--- config.mk ---
export PLATFORM = sky130hd
export DESIGN_NAME = id_scoreboard_ctrl
export DESIGN_NICKNAME = d
export VERILOG_FILES = /design/src/rtl/id_scoreboard_ctrl.sv
export SDC_FILE = /design/constraint.sdc
export NUM_CORES = 1
export LEC_CHECK = 0
export ABC_AREA = 1
export CAP_MARGIN = 20
export CELL_PAD_IN_SITES_DETAIL_PLACEMENT = 0
export CELL_PAD_IN_SITES_GLOBAL_PLACEMENT = 1
export CORE_ASPECT_RATIO = 1.25
export CORE_MARGIN = 8
export CORE_UTILIZATION = 48
export DETAILED_ROUTE_END_ITERATION = 8
export DONT_BUFFER_PORTS = 1
export GPL_ROUTABILITY_DRIVEN = 0
export PLACE_DENSITY_LB_ADDON = 0.1
export SYNTH_ARGS = -nofsm -noshare
export SYNTH_HDL_FRONTEND = slang
export SYNTH_SLANG_ARGS = --single-unit
--- constraint.sdc ---
create_clock -name clock -period 7.6 [get_ports clock]
set_input_delay 1.52 -clock clock [delete_from_list [all_inputs] [get_ports clock]]
set_output_delay 1.52 -clock clock [all_outputs]
set_load 0.02 [all_outputs]
--- src/rtl/id_scoreboard_ctrl.sv ---
// Decode-stage issue control: counting RAW/WAW scoreboard, stall/bubble/flush sequencing.
// Issue decision is same-cycle combinational; counts/status update at the next edge; stalls hold IF/ID.
module id_scoreboard_ctrl #(
    parameter int MAX_INFLIGHT = 3,
    parameter int STALL_LIMIT  = 64
) (
    input  logic        clock,
    input  logic        reset,
    input  logic        id_valid,
    input  logic [4:0]  id_rs1,
    input  logic [4:0]  id_rs2,
    input  logic        id_use_rs1,
    input  logic        id_use_rs2,
    input  logic [4:0]  id_rd,
    input  logic        id_regwrite,
    input  logic        ex_flush,
    input  logic        wb_regwrite,
    input  logic [4:0]  wb_rd,
    output logic        issue,
    output logic        stall_if_id,
    output logic        bubble_id_ex,
    output logic [31:0] pending,
    output logic [31:0] stall_cycles,
    output logic        err_underflow,
    output logic        err_deadlock
);
    localparam int CW = $clog2(MAX_INFLIGHT + 1);
    localparam int SW = $clog2(STALL_LIMIT + 1);
    localparam logic [CW-1:0] CNT_MAX = CW'(MAX_INFLIGHT);
    localparam logic [SW-1:0] SLIMIT  = SW'(STALL_LIMIT);

    typedef enum logic {RUN, FLUSH} state_t;

    state_t               state_q, state_d;
    logic [31:0][CW-1:0]  cnt_q, cnt_d;
    logic [SW-1:0]        consec_q, consec_d;
    logic [31:0]          stall_cycles_q, stall_cycles_d;
    logic                 underflow_q, underflow_d;
    logic                 deadlock_q, deadlock_d;

    logic hazard, inc, wb_hit, dec;

    // Hazards look only at registered counts, so a same-cycle writeback never releases a stall early.
    always_comb begin
        hazard = id_valid &&
                 ((id_use_rs1 && id_rs1 != 5'd0 && cnt_q[id_rs1] != '0) ||
                  (id_use_rs2 && id_rs2 != 5'd0 && cnt_q[id_rs2] != '0) ||
                  (id_regwrite && id_rd != 5'd0 && cnt_q[id_rd] == CNT_MAX));
        issue        = !reset && state_q == RUN && id_valid && !hazard && !ex_flush;
        stall_if_id  = !reset && state_q == RUN && hazard && !ex_flush;
        bubble_id_ex = !issue;
    end

    always_comb begin
        inc    = issue && id_regwrite && id_rd != 5'd0;
        wb_hit = wb_regwrite && wb_rd != 5'd0;
        dec    = wb_hit && cnt_q[wb_rd] != '0;
        cnt_d  = cnt_q;
        for (int r = 1; r < 32; r++) begin
            if (inc && id_rd == 5'(r) && !(dec && wb_rd == 5'(r)))
                cnt_d[r] = cnt_q[r] + CW'(1);
            else if (dec && wb_rd == 5'(r) && !(inc && id_rd == 5'(r)))
                cnt_d[r] = cnt_q[r] - CW'(1);
        end
        cnt_d[0] = '0;
    end

    always_comb begin
        pending = '0;
        for (int r = 1; r < 32; r++)
            pending[r] = cnt_q[r] != '0;
    end

    always_comb begin
        state_d = state_q;
        case (state_q)
            RUN:     if (ex_flush) state_d = FLUSH;
            FLUSH:   state_d = RUN;
            default: state_d = RUN;
        endcase
    end

    always_comb begin
        consec_d       = '0;
        stall_cycles_d = stall_cycles_q;
        if (stall_if_id) begin
            consec_d = (consec_q == SLIMIT) ? consec_q : consec_q + SW'(1);
            if (stall_cycles_q != 32'hFFFF_FFFF)
                stall_cycles_d = stall_cycles_q + 32'd1;
        end
        deadlock_d  = deadlock_q || consec_d == SLIMIT;
        underflow_d = underflow_q || (wb_hit && cnt_q[wb_rd] == '0);
    end

    always_ff @(posedge clock) begin
        if (reset) begin
            state_q        <= RUN;
            cnt_q          <= '0;
            consec_q       <= '0;
            stall_cycles_q <= '0;
            underflow_q    <= 1'b0;
            deadlock_q     <= 1'b0;
        end else begin
            state_q        <= state_d;
            cnt_q          <= cnt_d;
            consec_q       <= consec_d;
            stall_cycles_q <= stall_cycles_d;
            underflow_q    <= underflow_d;
            deadlock_q     <= deadlock_d;
        end
    end

    assign stall_cycles  = stall_cycles_q;
    assign err_underflow = underflow_q;
    assign err_deadlock  = deadlock_q;
endmodule

==> flow_metrics.py <==
metrics = {
    "run_status": {
        "status": "finished, final reports clean",
    },
    "yosys": {
        "synth.net_count": 1297,
        "synth_cell_types": 43,
        "count_of_state_elements_after_synthesis": 104,
        "synth-edff-count": 0,
        "synthesis.area_per_instance_um2": 6.11,
        "dominantRegCellSynth": "sky130_fd_sc_hd__dfxtp_1",
        "synthesis.instances": 1235,
        "synth_sequential_area_ratio_pct": 27.6,
        "ys.warnings.count": 0,
        "total_standard_cell_area_after_synthesis_um2": 7550,
        "async_reset_ff_share_pct": 0,
    },
    "timing": {
        "timing.max_slew.rel_slack_pct": 46.5,
        "fin_setup_tns_ns": 0,
        "postLayoutSetupSlackWorst_ns": 2.79,
        "finalCritPeriodShare_pct": 63.3,
        "finalHoldViolations": 0,
        "finalWorstPathRequiredPeriod_ns": 4.81,
        "max_freq_ghz": 0.208,
        "finalClockSkew_ns": 0.00868,
        "grt_setup_unrepaired": "false",
        "final_max_slew_viol_count": 0,
        "final-setup-viol-count": 0,
        "worst_slew_pin_slew_ns": 0.800,
    },
    "global_routing": {
        "grt_use_met3_pct": 4.55,
        "number_of_antenna_violations_at_the_first_check_in_global_routing": 0,
        "grt_pass1_vias": 7269,
        "grt_use_met1_pct": 26.2,
        "grt_pass1_wl_um": 39200,
        "grtUsageTotal_pct": 25.3,
        "grt_max_degree": 47,
        "overflow": 0,
        "top_usage_layer": "met2",
        "grt_use_met2_pct": 45.9,
    },
    "critical_path": {
        "endpoint_type_of_the_worst_setup_path": "primary output",
        "worst-r2r-setup-slack_ns": 3.96,
        "cpMostUsedCell": "sky130_fd_sc_hd__nand2_1",
        "slowest_delay_ns": 0.39,
        "worst-path-max-fanout": 21,
        "worst_r2r_endpoint": "cnt_q[45]$_SDFFE_PP0P_",
        "timing.reg2reg.worst_path_depth": 18,
        "required_ns": 6.08,
        "worstSetupStartpointType": "primary input",
        "setup.worst_path.start": "id_rd[1]",
        "worstSetupEndpoint": "stall_if_id",
        "crit_chain": "inv_1, nor2_1, nand2_1, nand3_1, nand2_1, nand2_1, o21ai_0, nand2_1, nand3_2, nand3_4, nand2_2, inv_2",
        "arrival_time_at_the_worst_endpoint_ns": 3.29,
        "path_class": "primary input to primary output",
        "rr_startpoint": "cnt_q[23]$_SDFFE_PP0P_",
        "critPathSlowestCell": "sky130_fd_sc_hd__inv_2",
    },
    "clock_network": {
        "cts.hold.buffers_added": 0,
        "clk_transition_reported_paths_ns": 0.07,
        "clockBufferDepth": 2,
        "cts_buffers": 9,
        "cts-resized-gates": 0,
        "cts_root_cell": "sky130_fd_sc_hd__clkbuf_16",
        "clock_tree_from_tritoncts": "built",
        "clkSinkCount": 104,
        "post-cts-setup-buffers": 0,
        "clock_insertion_delay_worst_skew_ns": 0.36,
        "htree_levels": 3,
    },
    "route": {
        "drt-wirelength-per-cell_um": 17.6,
        "remaining_drc_errors": 0,
        "drtAntennaViolNets": 0,
        "wirelength_um": 25200,
        "post_drt_via_cell_ratio": 5.47,
        "vias": 7821,
        "dr.first_iter.drc_count": 554,
        "dr.pass1.iters": 5,
    },
    "pwr": {
        "ir_worst_vdd_v": 0.0000870,
        "power_density_nw_per_um2": 143,
        "power.static_leakage_nw": 3.13,
    },
    "floorplan": {
        "die_x_um": 128,
        "initial_utilization_pct": 48.7,
        "io-pin-count": 97,
        "core_um2": 15500,
        "die_h_um": 156,
        "row_count": 51,
        "fp.dieArea_um2": 20000,
    },
    "finish": {
        "final_nets": 1275,
        "drive_above_1_share_pct": 3.53,
        "syn2layout_area_growth_pct": 4.84,
        "insertedDiodeCount": 0,
        "final_util_pct": 51.0,
    },
    "hold_path": {
        "min_delay_path_depth": 3,
        "hold_path_class": "flop to flop",
    },
    "placed_design": {
        "port-buffer-count": 0,
        "dp_hpwl_um": 19700,
        "place_worst_setup_slack_ns": 2.80,
    },
    "job": {
        "max_cap_viol_count": 0,
    },
}
[area by class of cell]
type / instances / area, um2
fillers: 1721 / 7590
multi-input cells: 941 / 4660
flip-flops and latches: 104 / 2080
inverters: 154 / 581
well taps: 212 / 265
clock buffers: 10 / 229
clock inverters: 6 / 75.1
repair buffers: 3 / 22.5
[cells in the mapped netlist, types with 6 or more instances]
master / number / area share [%]
sky130_fd_sc_hd__buf_6: 10 / 1.5
sky130_fd_sc_hd__nand3_1: 76 / 5.0
sky130_fd_sc_hd__nand4_1: 6 / 0.50
sky130_fd_sc_hd__clkbuf_1: 13 / 0.65
sky130_fd_sc_hd__o21ai_0: 122 / 8.1
sky130_fd_sc_hd__dfxtp_1: 104 / 28
sky130_fd_sc_hd__a21oi_1: 126 / 8.4
sky130_fd_sc_hd__nor2_1: 151 / 7.5
sky130_fd_sc_hd__nand2_1: 310 / 15
sky130_fd_sc_hd__nor3_1: 25 / 1.7
sky130_fd_sc_hd__nor4_1: 10 / 0.83
sky130_fd_sc_hd__o21ai_1: 8 / 0.53
sky130_fd_sc_hd__inv_1: 147 / 7.3
sky130_fd_sc_hd__nor2_2: 6 / 0.50
sky130_fd_sc_hd__xor2_1: 25 / 2.9
sky130_fd_sc_hd__ha_1: 34 / 5.6
sky130_fd_sc_hd__buf_2: 12 / 0.80
[cell families after synthesis]
kind of cell	synth area share (%)
other cells	0.0497
flops	27.6
xor+xnor	3.36
buf+inv	10.7
compound gates	18.9
simple gates	33.7
fa+ha+maj	5.64
[where the power goes]
group	leakage [nW]	total, mW	switching, mW	internal, mW
Clock	0.146	0.490	0.229	0.261
Sequential	0.838	0.551	0.00331	0.547
Combinational	2.14	0.0913	0.0688	0.0225
[critical path: cells and delay by family]
family / cells / cell delay, ns
AO/OA/AOI/OAI: 1 / 0.09
buffers and inverters: 2 / 0.56
AND/OR/NAND/NOR: 9 / 1.11
[routing by layer]
metal	share of wire [%]	vias to the layer above
li1	-	4006
met1	37	3459
met2	50	289
met3	6.9	67
met4	5.7	0
met5	0	-
[flip-flops by register name (all words and copies together), names as in the netlist]
name           cells
consec_q           7
err_underflow      1
cnt_q             62
state_q            1
stall_cycles      32
err_deadlock       1
[placed cells by master (no fill, tap or decap), types with 3 or more instances in the layout]
master	n
sky130_fd_sc_hd__inv_1	147
sky130_fd_sc_hd__inv_2	4
sky130_fd_sc_hd__nor4_1	10
sky130_fd_sc_hd__nor3_1	25
sky130_fd_sc_hd__a21oi_1	126
sky130_fd_sc_hd__a221oi_1	4
sky130_fd_sc_hd__xnor2_1	4
sky130_fd_sc_hd__o211ai_1	3
sky130_fd_sc_hd__buf_4	3
sky130_fd_sc_hd__nor2_2	7
sky130_fd_sc_hd__nand2_2	4
sky130_fd_sc_hd__dfxtp_1	104
sky130_fd_sc_hd__o21ai_0	122
sky130_fd_sc_hd__nand4_1	6
sky130_fd_sc_hd__nand2_1	310
sky130_fd_sc_hd__ha_1	34
sky130_fd_sc_hd__nor2_1	150
sky130_fd_sc_hd__xor2_1	25
sky130_fd_sc_hd__o22ai_1	4
sky130_fd_sc_hd__o21ai_1	8
sky130_fd_sc_hd__nor3b_2	3
sky130_fd_sc_hd__nand3_1	76
sky130_fd_sc_hd__clkbuf_16	9
[worst min-delay path by stage]
| stage | from | to | slack [ns] |
|---|---|---|---|
| finish | state_q$_SDFF_PP0_ | state_q$_SDFF_PP0_ | 0.48 |
| global route | state_q$_SDFF_PP0_ | state_q$_SDFF_PP0_ | 0.49 |
| CTS | state_q$_SDFF_PP0_ | state_q$_SDFF_PP0_ | 0.48 |
| detailed placement | state_q$_SDFF_PP0_ | state_q$_SDFF_PP0_ | 0.47 |
| global placement | state_q$_SDFF_PP0_ | state_q$_SDFF_PP0_ | 0.46 |
| floorplan | cnt_q[19]$_SDFFE_PP0P_ | cnt_q[19]$_SDFFE_PP0P_ | 0.45 |
[stage by stage]
step | instances | area [um2] | hold slack (ns) | total power, mW
floorplan | 1235 | 7550 | 0.452 | 0.642
global placement | 1414 | 7610 | 0.463 | 0.653
detailed placement | 1414 | 7610 | 0.469 | 0.653
CTS | 1430 | 7910 | 0.481 | 1.14
global route | 1430 | 7910 | 0.495 | 1.17
finish | 1430 | 7910 | 0.480 | 1.13
Power figures use the tool's default switching activity.
